`src/rtl/ecc_mem_pkg.sv`:
```
// Shared types and helpers for the ECC data-memory controller and its scrub timer.
package ecc_mem_pkg;

  localparam int CNT_W = 16;

  typedef enum logic [1:0] {
    IDLE,
    H_RD,
    S_RD,
    S_WB
  } state_e;

  // SCRUB_CNT_W = $clog2(SCRUB_INTERVAL+1), never narrower than one bit.
  function automatic int scrub_cnt_w(input int interval);
    return (interval > 0) ? $clog2(interval + 1) : 1;
  endfunction

  function automatic logic [CNT_W-1:0] sat_inc(input logic [CNT_W-1:0] v);
    return (&v) ? v : v + 1'b1;
  endfunction

endpackage

```
`src/rtl/ecc_scrub_timer.sv`:
```
// Free-running scrub interval timer: raises due_o after SCRUB_INTERVAL-1 cycles and
// holds there until the controller issues the scrub read (clear_i).
module ecc_scrub_timer
  import ecc_mem_pkg::*;
#(
  parameter int SCRUB_INTERVAL = 1024
) (
  input  logic clk,
  input  logic rst_n,
  input  logic clear_i,
  output logic due_o
);

  localparam int SCRUB_CNT_W = scrub_cnt_w(SCRUB_INTERVAL);
  localparam bit ENABLED     = (SCRUB_INTERVAL > 0);
  localparam logic [SCRUB_CNT_W-1:0] LAST = SCRUB_CNT_W'(ENABLED ? SCRUB_INTERVAL - 1 : 0);

  logic [SCRUB_CNT_W-1:0] timer_q, timer_d;

  always_comb begin
    timer_d = timer_q;
    if (!ENABLED || clear_i) begin
      timer_d = '0;
    end else if (timer_q != LAST) begin
      timer_d = timer_q + 1'b1;
    end
  end

  always_ff @(posedge clk or negedge rst_n) begin
    if (!rst_n) begin
      timer_q <= '0;
    end else begin
      timer_q <= timer_d;
    end
  end

  // Decoded rather than registered so a one-cycle interval scrubs back to back.
  assign due_o = ENABLED && (timer_q == LAST);

endmodule

```
`src/rtl/ecc_dmem_ctrl.sv`:
```
// ECC data-memory controller: host read/write port, SECDED report path to the
// memory, and a background scrubber that rewrites correctable words.
module ecc_dmem_ctrl
  import ecc_mem_pkg::*;
#(
  parameter int ADDR_WIDTH     = 13,
  parameter int DATA_WIDTH     = 39,
  parameter int SCRUB_INTERVAL = 1024
) (
  input  logic                  clk,
  input  logic                  rst,
  input  logic                  req_valid,
  output logic                  req_ready,
  input  logic [ADDR_WIDTH-1:0] req_addr,
  input  logic                  req_write,
  input  logic [DATA_WIDTH-1:0] req_wdata,
  output logic                  rsp_valid,
  output logic [DATA_WIDTH-1:0] rsp_rdata,
  output logic                  rsp_error,
  output logic                  rsp_uncorrectable,
  output logic                  mem_clk_en,
  output logic                  mem_write_en,
  output logic [ADDR_WIDTH-1:0] mem_addr,
  output logic [DATA_WIDTH-1:0] mem_write_data,
  input  logic [DATA_WIDTH-1:0] mem_read_data,
  input  logic [DATA_WIDTH-1:0] dec_corrected,
  input  logic                  dec_error,
  input  logic                  dec_uncorrectable,
  output logic                  mem_error,
  output logic                  mem_uncorrectable_error,
  output logic [DATA_WIDTH-1:0] mem_flips,
  output logic                  mem_ignore,
  output logic [CNT_W-1:0]      corr_count,
  output logic [CNT_W-1:0]      uncorr_count
);

  state_e                state_q, state_d;
  logic [ADDR_WIDTH-1:0] scrub_addr_q, scrub_addr_d;
  logic [DATA_WIDTH-1:0] wb_data_q, wb_data_d;
  logic [CNT_W-1:0]      corr_q, corr_d, uncorr_q, uncorr_d;
  logic                  rsp_valid_q, rsp_valid_d;
  logic [DATA_WIDTH-1:0] rsp_rdata_q, rsp_rdata_d;
  logic                  rsp_err_q, rsp_err_d, rsp_unc_q, rsp_unc_d;
  logic                  scrub_due, host_go, scrub_go;

  // rst gates the accept terms so no strobe can leak out while reset is held.
  assign req_ready = rst && (state_q == IDLE);
  assign host_go   = req_ready && req_valid;
  assign scrub_go  = req_ready && !req_valid && scrub_due;

  ecc_scrub_timer #(
    .SCRUB_INTERVAL(SCRUB_INTERVAL)
  ) u_timer (
    .clk    (clk),
    .rst_n  (rst),
    .clear_i(scrub_go),
    .due_o  (scrub_due)
  );

  // NOTE: every always_comb output gets a default first so no path infers a latch.
  always_comb begin
    state_d                 = state_q;
    scrub_addr_d            = scrub_addr_q;
    wb_data_d               = wb_data_q;
    corr_d                  = corr_q;
    uncorr_d                = uncorr_q;
    rsp_valid_d             = 1'b0;
    rsp_rdata_d             = '0;
    rsp_err_d               = 1'b0;
    rsp_unc_d               = 1'b0;
    mem_clk_en              = 1'b0;
    mem_write_en            = 1'b0;
    mem_addr                = '0;
    mem_write_data          = '0;
    mem_ignore              = 1'b1;
    mem_error               = 1'b0;
    mem_uncorrectable_error = 1'b0;
    mem_flips               = '0;

    if (state_q == H_RD || state_q == S_RD) begin
      mem_ignore              = 1'b0;
      mem_error               = dec_error;
      mem_uncorrectable_error = dec_uncorrectable;
      mem_flips               = mem_read_data ^ dec_corrected;
    end

    unique case (state_q)
      IDLE: begin
        if (host_go) begin
          mem_clk_en     = 1'b1;
          mem_write_en   = req_write;
          mem_addr       = req_addr;
          mem_write_data = req_wdata;
          if (req_write) rsp_valid_d = 1'b1;
          else           state_d     = H_RD;
        end else if (scrub_go) begin
          mem_clk_en = 1'b1;
          mem_addr   = scrub_addr_q;
          state_d    = S_RD;
        end
      end
      H_RD: begin
        rsp_valid_d = 1'b1;
        rsp_rdata_d = dec_corrected;
        rsp_err_d   = dec_error;
        rsp_unc_d   = dec_uncorrectable;
        state_d     = IDLE;
      end
      S_RD: begin
        if (dec_error && !dec_uncorrectable) begin
          corr_d    = sat_inc(corr_q);
          wb_data_d = dec_corrected;
          state_d   = S_WB;
        end else begin
          if (dec_uncorrectable) uncorr_d = sat_inc(uncorr_q);
          scrub_addr_d = scrub_addr_q + 1'b1;
          state_d      = IDLE;
        end
      end
      S_WB: begin
        mem_clk_en     = 1'b1;
        mem_write_en   = 1'b1;
        mem_addr       = scrub_addr_q;
        mem_write_data = wb_data_q;
        scrub_addr_d   = scrub_addr_q + 1'b1;
        state_d        = IDLE;
      end
      default: state_d = IDLE;
    endcase
  end

  // NOTE: sequential state uses non-blocking assignments so all flops update together.
  always_ff @(posedge clk or negedge rst) begin
    if (!rst) begin
      state_q      <= IDLE;
      scrub_addr_q <= '0;
      wb_data_q    <= '0;
      corr_q       <= '0;
      uncorr_q     <= '0;
      rsp_valid_q  <= 1'b0;
      rsp_rdata_q  <= '0;
      rsp_err_q    <= 1'b0;
      rsp_unc_q    <= 1'b0;
    end else begin
      state_q      <= state_d;
      scrub_addr_q <= scrub_addr_d;
      wb_data_q    <= wb_data_d;
      corr_q       <= corr_d;
      uncorr_q     <= uncorr_d;
      rsp_valid_q  <= rsp_valid_d;
      rsp_rdata_q  <= rsp_rdata_d;
      rsp_err_q    <= rsp_err_d;
      rsp_unc_q    <= rsp_unc_d;
    end
  end

  assign rsp_valid         = rsp_valid_q;
  assign rsp_rdata         = rsp_rdata_q;
  assign rsp_error         = rsp_err_q;
  assign rsp_uncorrectable = rsp_unc_q;
  assign corr_count        = corr_q;
  assign uncorr_count      = uncorr_q;

endmodule

```
`config.mk`:
```
export PLATFORM = sky130hd
export DESIGN_NAME = ecc_dmem_ctrl
export DESIGN_NICKNAME = d
export VERILOG_FILES = /design/src/rtl/ecc_mem_pkg.sv /design/src/rtl/ecc_scrub_timer.sv /design/src/rtl/ecc_dmem_ctrl.sv
export SDC_FILE = /design/constraint.sdc
export NUM_CORES = 1
export LEC_CHECK = 0
export ABC_AREA = 1
export CORE_ASPECT_RATIO = 0.75
export CORE_UTILIZATION = 40
export CTS_BUF_LIST = sky130_fd_sc_hd__clkbuf_4 sky130_fd_sc_hd__clkbuf_8
export CTS_CLUSTER_SIZE = 8
export DETAILED_ROUTE_END_ITERATION = 8
export PLACE_DENSITY = 0.85
export SETUP_SLACK_MARGIN = 0.05
export SLEW_MARGIN = 0
export SYNTH_ARGS = -nofsm -noshare
export SYNTH_HDL_FRONTEND = slang
export SYNTH_SLANG_ARGS = --single-unit
```
`constraint.sdc`:
```
create_clock -name clk -period 2 [get_ports clk]
set_clock_uncertainty 0.15 [all_clocks]
set_input_delay 0.2 -clock clk [delete_from_list [all_inputs] [get_ports clk]]
set_output_delay 0.2 -clock clk [all_outputs]
set_load 0.1 [all_outputs]
```
Yosys cells after proc, flatten, opt, wreduce, memory -nomap -nowiden
Cells that the tools add are included.
{"block": "classes", "addsub": 4, "mul": 0, "n_div": 0, "n_lt_le_gt_ge": 0, "eq_ne": 8, "shift": 0, "n_mux": 29, "n_bitwise": 4, "n_reduce_logical": 19}
{"operator": "39-bit 2-to-1 mux", "count": 3}
{"operator": "39-bit case mux with 2 select lines", "count": 1}
{"operator": "13-bit case mux with 2 select lines", "count": 2}
{"operator": "13-bit 2-to-1 mux", "count": 3}
{"operator": "39-bit XOR", "count": 1}
{"operator": "16-bit by 1-bit adder with 16-bit output (second input constant)", "count": 2}
{"operator": "16-bit AND reduction", "count": 2}
{"operator": "11-bit 2-to-1 mux", "count": 2}
{"operator": "13-bit by 1-bit adder with 13-bit output (second input constant)", "count": 1}
{"operator": "11-bit by 1-bit adder with 11-bit output (second input constant)", "count": 1}
{"operator": "11-bit by 10-bit == test with 1-bit output (second input constant)", "count": 1}
{"operator": "11-bit by 10-bit inequality test with 1-bit output (second input constant)", "count": 1}
{"operator": "1-bit 2-to-1 mux", "count": 10}
{"operator": "2-bit 2-to-1 mux", "count": 4}
{"operator": "3-bit inequality test (second input constant)", "count": 2}
{"operator": "1-bit case mux with 2 select lines", "count": 3}
{"operator": "2-bit case mux with 3 select lines", "count": 1}
{"operator": "2-bit AND reduction", "count": 3}
{"operator": "1-bit logical AND", "count": 5}
{"operator": "2-bit == test (second input constant)", "count": 2}
{"operator": "4-bit AND reduction", "count": 1}
{"operator": "2-bit nonzero test", "count": 2}
{"operator": "1-bit inverter", "count": 3}
{"operator": "3-bit AND reduction", "count": 1}
{"operator": "other kinds (6)", "count": 7}
{"block": "totals", "regBits": 139, "latch_bits": 0, "ramBits": 0, "romBits": 0, "inputBits": 136, "output_inout_bits": 171, "wordCells": 74, "mem_count": 0}

Logic depth before layout (Yosys ltp)
{"block": "logic_depth", "ltp_word": 7, "depth_mapped": 11, "ltp_nobuf": 10}

By module
Synthesis repeated with hierarchy kept, for this count alone.
{"block": "hier_totals", "hier_cells": 1051, "area_unflattened_um2": 7668.6}
{"module": "ecc_dmem_ctrl", "n_inst": 1, "cells_each": 977, "area_per_inst_um2": 7065.5, "seq_area_each_um2": 3203.1}
{"module": "ecc_scrub_timer", "n_inst": 1, "cells_each": 74, "area_per_inst_um2": 603.1, "seq_area_each_um2": 275.3}

Least setup slack after synthesis
OpenSTA, ideal clock, no wires.
{"block": "synth_timing", "kind": "register -> output", "start": "register state_q[0]", "end": "output port mem_flips[29]", "arrival_ns": 3.095, "required_ns": 1.650, "slack_ns": -1.445, "stages_incl_launch_ff": 7, "n_path_buf": 2, "cell_sequence": "dfrtp_1 > inv_1 > ha_1 > clkbuf_1 > inv_2 > clkbuf_1 > nor2_1"}
{"block": "synth_between", "elab_chain_cells": 3, "elab_cells_between_ends": 4, "cone_classes": "eq/ne (2); mux (1); reduce/logical (1)"}
{"element": "start: declaration", "line": "ecc_dmem_ctrl.sv:37", "source": "state_e state_q, state_d;"}
{"element": "start signal: assignment", "line": "ecc_dmem_ctrl.sv:145", "source": "state_q <= state_d;"}
{"element": "2-bit by 1-bit == test with 1-bit output or 2-bit == test (tied branches)", "line": "ecc_dmem_ctrl.sv:80", "source": "if (state_q == H_RD || state_q == S_RD) begin"}
{"element": "1-bit logical OR (*)", "line": "ecc_dmem_ctrl.sv:80"}
{"element": "39-bit 2-to-1 mux (*)", "line": "ecc_dmem_ctrl.sv:80"}
{"element": "end: declaration", "line": "ecc_dmem_ctrl.sv:31", "source": "output logic [DATA_WIDTH-1:0] mem_flips,"}
Mark *: on every way between the ends. The rest lies on a longest branch, timed or not.

Worst setup path in the final report
{"block": "layout_timing", "start": "register state_q[0]", "end": "output port mem_write_data[26]"}
{"block": "layout_between", "elab_chain_cells": 5, "elab_cells_between_ends": 6, "cone_classes": "eq/ne (1); mux (2); reduce/logical (3)"}
{"element": "2-bit zero test", "line": "ecc_dmem_ctrl.sv:47, ecc_dmem_ctrl.sv:87"}
{"element": "1-bit logical AND", "line": "ecc_dmem_ctrl.sv:47", "source": "assign req_ready = rst && (state_q == IDLE);"}
{"element": "1-bit logical AND", "line": "ecc_dmem_ctrl.sv:48", "source": "assign host_go = req_ready && req_valid;"}
{"element": "39-bit 2-to-1 mux", "line": "ecc_dmem_ctrl.sv:89", "source": "if (host_go) begin"}
{"element": "39-bit case mux with 2 select lines (*)", "line": "ecc_dmem_ctrl.sv:87", "source": "unique case (state_q)"}
{"element": "end: declaration", "line": "ecc_dmem_ctrl.sv:24", "source": "output logic [DATA_WIDTH-1:0] mem_write_data,"}
Marked as above.

==> impl_metrics.py <==
metrics = {
    "worst_hold_path": {
        "min_from": "dec_corrected[35]",
        "hold_path_end": "rsp_rdata[35]",
        "hold_path_depth": 3,
        "hp-class": "in -> reg",
    },
    "placed_design": {
        "numPortBuffers": 306,
        "place_inst": 1577,
        "dp_hpwl_um": 20070,
        "place.gp.congestion": 0.9300,
        "post_dp_cell_area_um2": 12880,
    },
    "floorplanning": {
        "die_h_um": 121.3,
        "die-area_um2": 19530,
        "io_pins": 307,
        "start_util_pct": 41.00,
        "die_width_um": 161.0,
        "core_um2": 18510,
        "std_cell_rows": 43,
    },
    "setup_path": {
        "critPathLaunchType": "flop",
        "arrival_ns": 2.10,
        "path_delay_family": "buffers and inverters",
        "r2r_end": "u_timer.timer_q[8]",
        "rrSetupSlack_ns": 0.12,
        "r2r-start": "u_timer.timer_q[0]",
        "crit_fanout": 8,
        "worst-path-buf-inv": 4,
        "worstPathRequired_ns": 1.65,
        "cpMaxStageDelayCell": "dfrtp_1",
        "endpoint_kind": "output port",
        "cpPeakStageDelay_ns": 0.40,
        "crit_chain": "inv_2, ha_4, nand2_4, nor2_4, buf_12, clkbuf_16, nand2_4, a21oi_4, buf_12",
        "reg2reg_depth": 10,
        "crit_type": "reg -> out",
    },
    "logic_synthesis": {
        "syn_nets": 1173,
        "synth_area_leaders": "dfrtp_1 (46%), nand2_1 (22%), xnor2_1 (6.1%)",
        "post-synth-top-count-cell": "nand2_1",
        "synth_top_area_share_pct": 45.84,
        "synth-seq-cells": 139,
        "synth_cells": 1029,
        "synth_cell_type_count": 36,
        "synth_edf_count": 0,
        "ys_warn_count": 0,
        "synth_top_flop_cell": "dfrtp_1",
        "synth_top_area_cell": "dfrtp_1",
        "seq_area_frac_synth_pct": 45.84,
        "synth_area_um2": 7589,
        "async_reset_ff_share_pct": 100.0,
        "ys_top_cells_by_count": "nand2_1 (436), dfrtp_1 (139), inv_1 (102), nor2_1 (87), xnor2_1 (53)",
        "syn_area_per_cell_um2": 7.375,
    },
    "route": {
        "viasPerCell": 5.094,
        "drt_iter0_drc": 585,
        "routedWlPerCell_um": 18.22,
        "wl_um": 29970,
        "drt.antenna.violating_nets": 0,
        "drc_errors": 0,
        "drtPass1Iterations": 5,
        "vias": 8380,
    },
    "timing": {
        "hold_slack_ns": 0.1916,
        "max_freq_mhz": 407.5,
        "hold_viol": 0,
        "setup_viol": 96,
        "relSlewSlack_pct": 51.07,
        "worst_slew_pin_slew_ns": 0.7339,
        "timing.final.crit_share_pct": 122.7,
        "finalCriticalPeriod_ns": 2.454,
        "rsz0062_at_grt": "true",
        "slew_viol_final": 0,
        "finalWorstSetupSlack_ns": -0.4538,
    },
    "cells_and_area": {
        "fillers": 1161,
        "area_growth_pct": 87.82,
        "seq_area_um2": 3527,
        "fin_cells": 1645,
        "fin_area_um2": 14250,
        "multiInputGateArea_um2": 4777,
        "nets": 1528,
        "drive_gt1_share_pct": 37.51,
    },
    "grt": {
        "grt_start_max_net_pins": 140,
        "overflow": 0,
        "grt_pass1_vias": 8275,
        "grtUsageTotal_pct": 29.82,
        "antenna_found_initial": 1,
        "grt_pass1_wl_um": 43920,
    },
    "power_and_ir_drop": {
        "leakage_nw": 6.658,
        "power_mw": 22.29,
        "vdd_drop_max_mv": 1.275,
        "power_density_nw_per_um2": 1564,
    },
    "clock_network": {
        "clockBufferDepth": 2,
        "worstSkewPairLatency_ns": 0.47,
        "cts_root_buffer": "clkbuf_8",
        "tritoncts": "built",
        "cts_sinks": 139,
        "cts_buffers": 17,
        "htreeDepth": 4,
        "clk_transition_reported_paths_ns": 0.09,
    },
    "run_status": {
        "failed_checks": "negative setup slack",
        "status": "complete, but fails checks",
    },
    "run": {
        "drv_cap": 0,
    },
}
sequential cells by signal (all words and copies together) (netlist names):
register,flops
uncorr_count,16
rsp_uncorrectable,1
rsp_error,1
wb_data_q,39
scrub_addr_q,13
rsp_valid,1
u_timer.timer_q,11
rsp_rdata,39
corr_count,16
state_q,2
per-stage QoR:
stage / setup TNS, ns / setup slack (ns) / utilization (%)
final: -31.39 / -0.4538 / 77.01
after floorplan: -3.470 / -0.09893 / -
after detailed placement: -2.989 / -0.1517 / 69.61
after CTS: -34.40 / -0.4697 / 74.60
after global routing: -40.12 / -0.5512 / 77.01
after global placement: -2.173 / -0.1028 / 69.61
cells in the final DEF (no fill, tap or decap), types with 6 or more instances in the layout:
cell | Yosys | layout
nand2_1 | 436 | 355
dfrtp_1 | 139 | 108
o21ai_0 | 14 | 14
nand2_4 | 2 | 34
nor2_4 | 2 | 45
xor2_1 | 20 | 20
buf_6 | 3 | 12
buf_12 | 0 | 107
buf_16 | 0 | 7
a21oi_4 | 0 | 40
buf_4 | 2 | 104
clkdlybuf4s50_1 | 0 | 134
clkinvlp_4 | 0 | 15
nand4_1 | 6 | 6
nand3_1 | 39 | 37
clkbuf_8 | 0 | 17
xnor2_1 | 53 | 53
inv_8 | 0 | 7
inv_1 | 102 | 80
nand2_2 | 6 | 55
inv_6 | 0 | 6
nor3_1 | 6 | 6
inv_2 | 2 | 8
nor2_1 | 87 | 46
dfrtp_2 | 0 | 27
worst max path at each step:
stage	from	to	slack (ns)	cells past startpoint
2_1_floorplan	state_q[0]	mem_write_data[24]	-0.1	7
3_3_place_gp	req_valid	mem_write_data[26]	-0.10	7
3_5_place_dp	req_valid	mem_write_data[24]	-0.15	7
4_1_cts	state_q[0]	mem_write_data[11]	-0.47	9
5_1_grt	state_q[1]	mem_addr[10]	-0.55	11
6_report	state_q[0]	mem_write_data[26]	-0.45	9
area by class of cell:
type	instances	share of cell area, %
Clock inverter	15	1.027
Multi-Input combinational cell	747	33.52
Inverter	106	3.275
Timing Repair Buffer	371	33.45
Clock buffer	17	1.642
Tap cell	247	2.168
Antenna cell	1	0.01756
Timing Repair inverter	2	0.1580
Sequential cell	139	24.75
repair_timing:
action / in CTS / in global routing
pin swaps: 8 / 45
setup buffers: 14 / 5
cloned: 10 / 7
resized for setup: 45 / 92
setup endpoints to repair: 98 / 169
hold buffers: 1 / 0
hold endpoints to repair: 139 / 0
cell families (layout without fill, tap and decap cells):
| family | after synthesis | after routing | synth area share, % |
|---|---|---|---|
| compound gates | 67 | 67 | 4.732 |
| xor+xnor | 73 | 73 | 8.425 |
| fa+ha+maj | 8 | 8 | 1.319 |
| buf+inv | 145 | 511 | 7.799 |
| flops | 139 | 139 | 45.84 |
| other cells | 0 | 1 | 0 |
| simple gates | 597 | 599 | 31.89 |
power breakdown:
part           total [mW]  switching [mW]  internal, mW
clock network        2.25            1.32         0.930
logic                15.9            10.6          5.32
registers            4.13           0.568          3.56
total                22.3            12.5          9.81
worst register-to-register path: stages (launching register included):
cell     delay [ns]
dfrtp_1        0.39
ha_2           0.20
nand2_2        0.08
nor2_4         0.14
buf_4          0.14
nand2_1        0.09
inv_1          0.10
nand2_1        0.12
inv_2          0.11
nand2_2        0.12
a21oi_1        0.17
layer usage:
layer	up-vias	GRT usage, %	wire [um]
met5	-	0	0
met4	0	14.09	1242
met3	83	7.929	2196
met2	434	50.48	15000
met1	4020	35.35	11530
li1	3843	-	-
No activity file was read; power rests on OpenSTA's default activity.
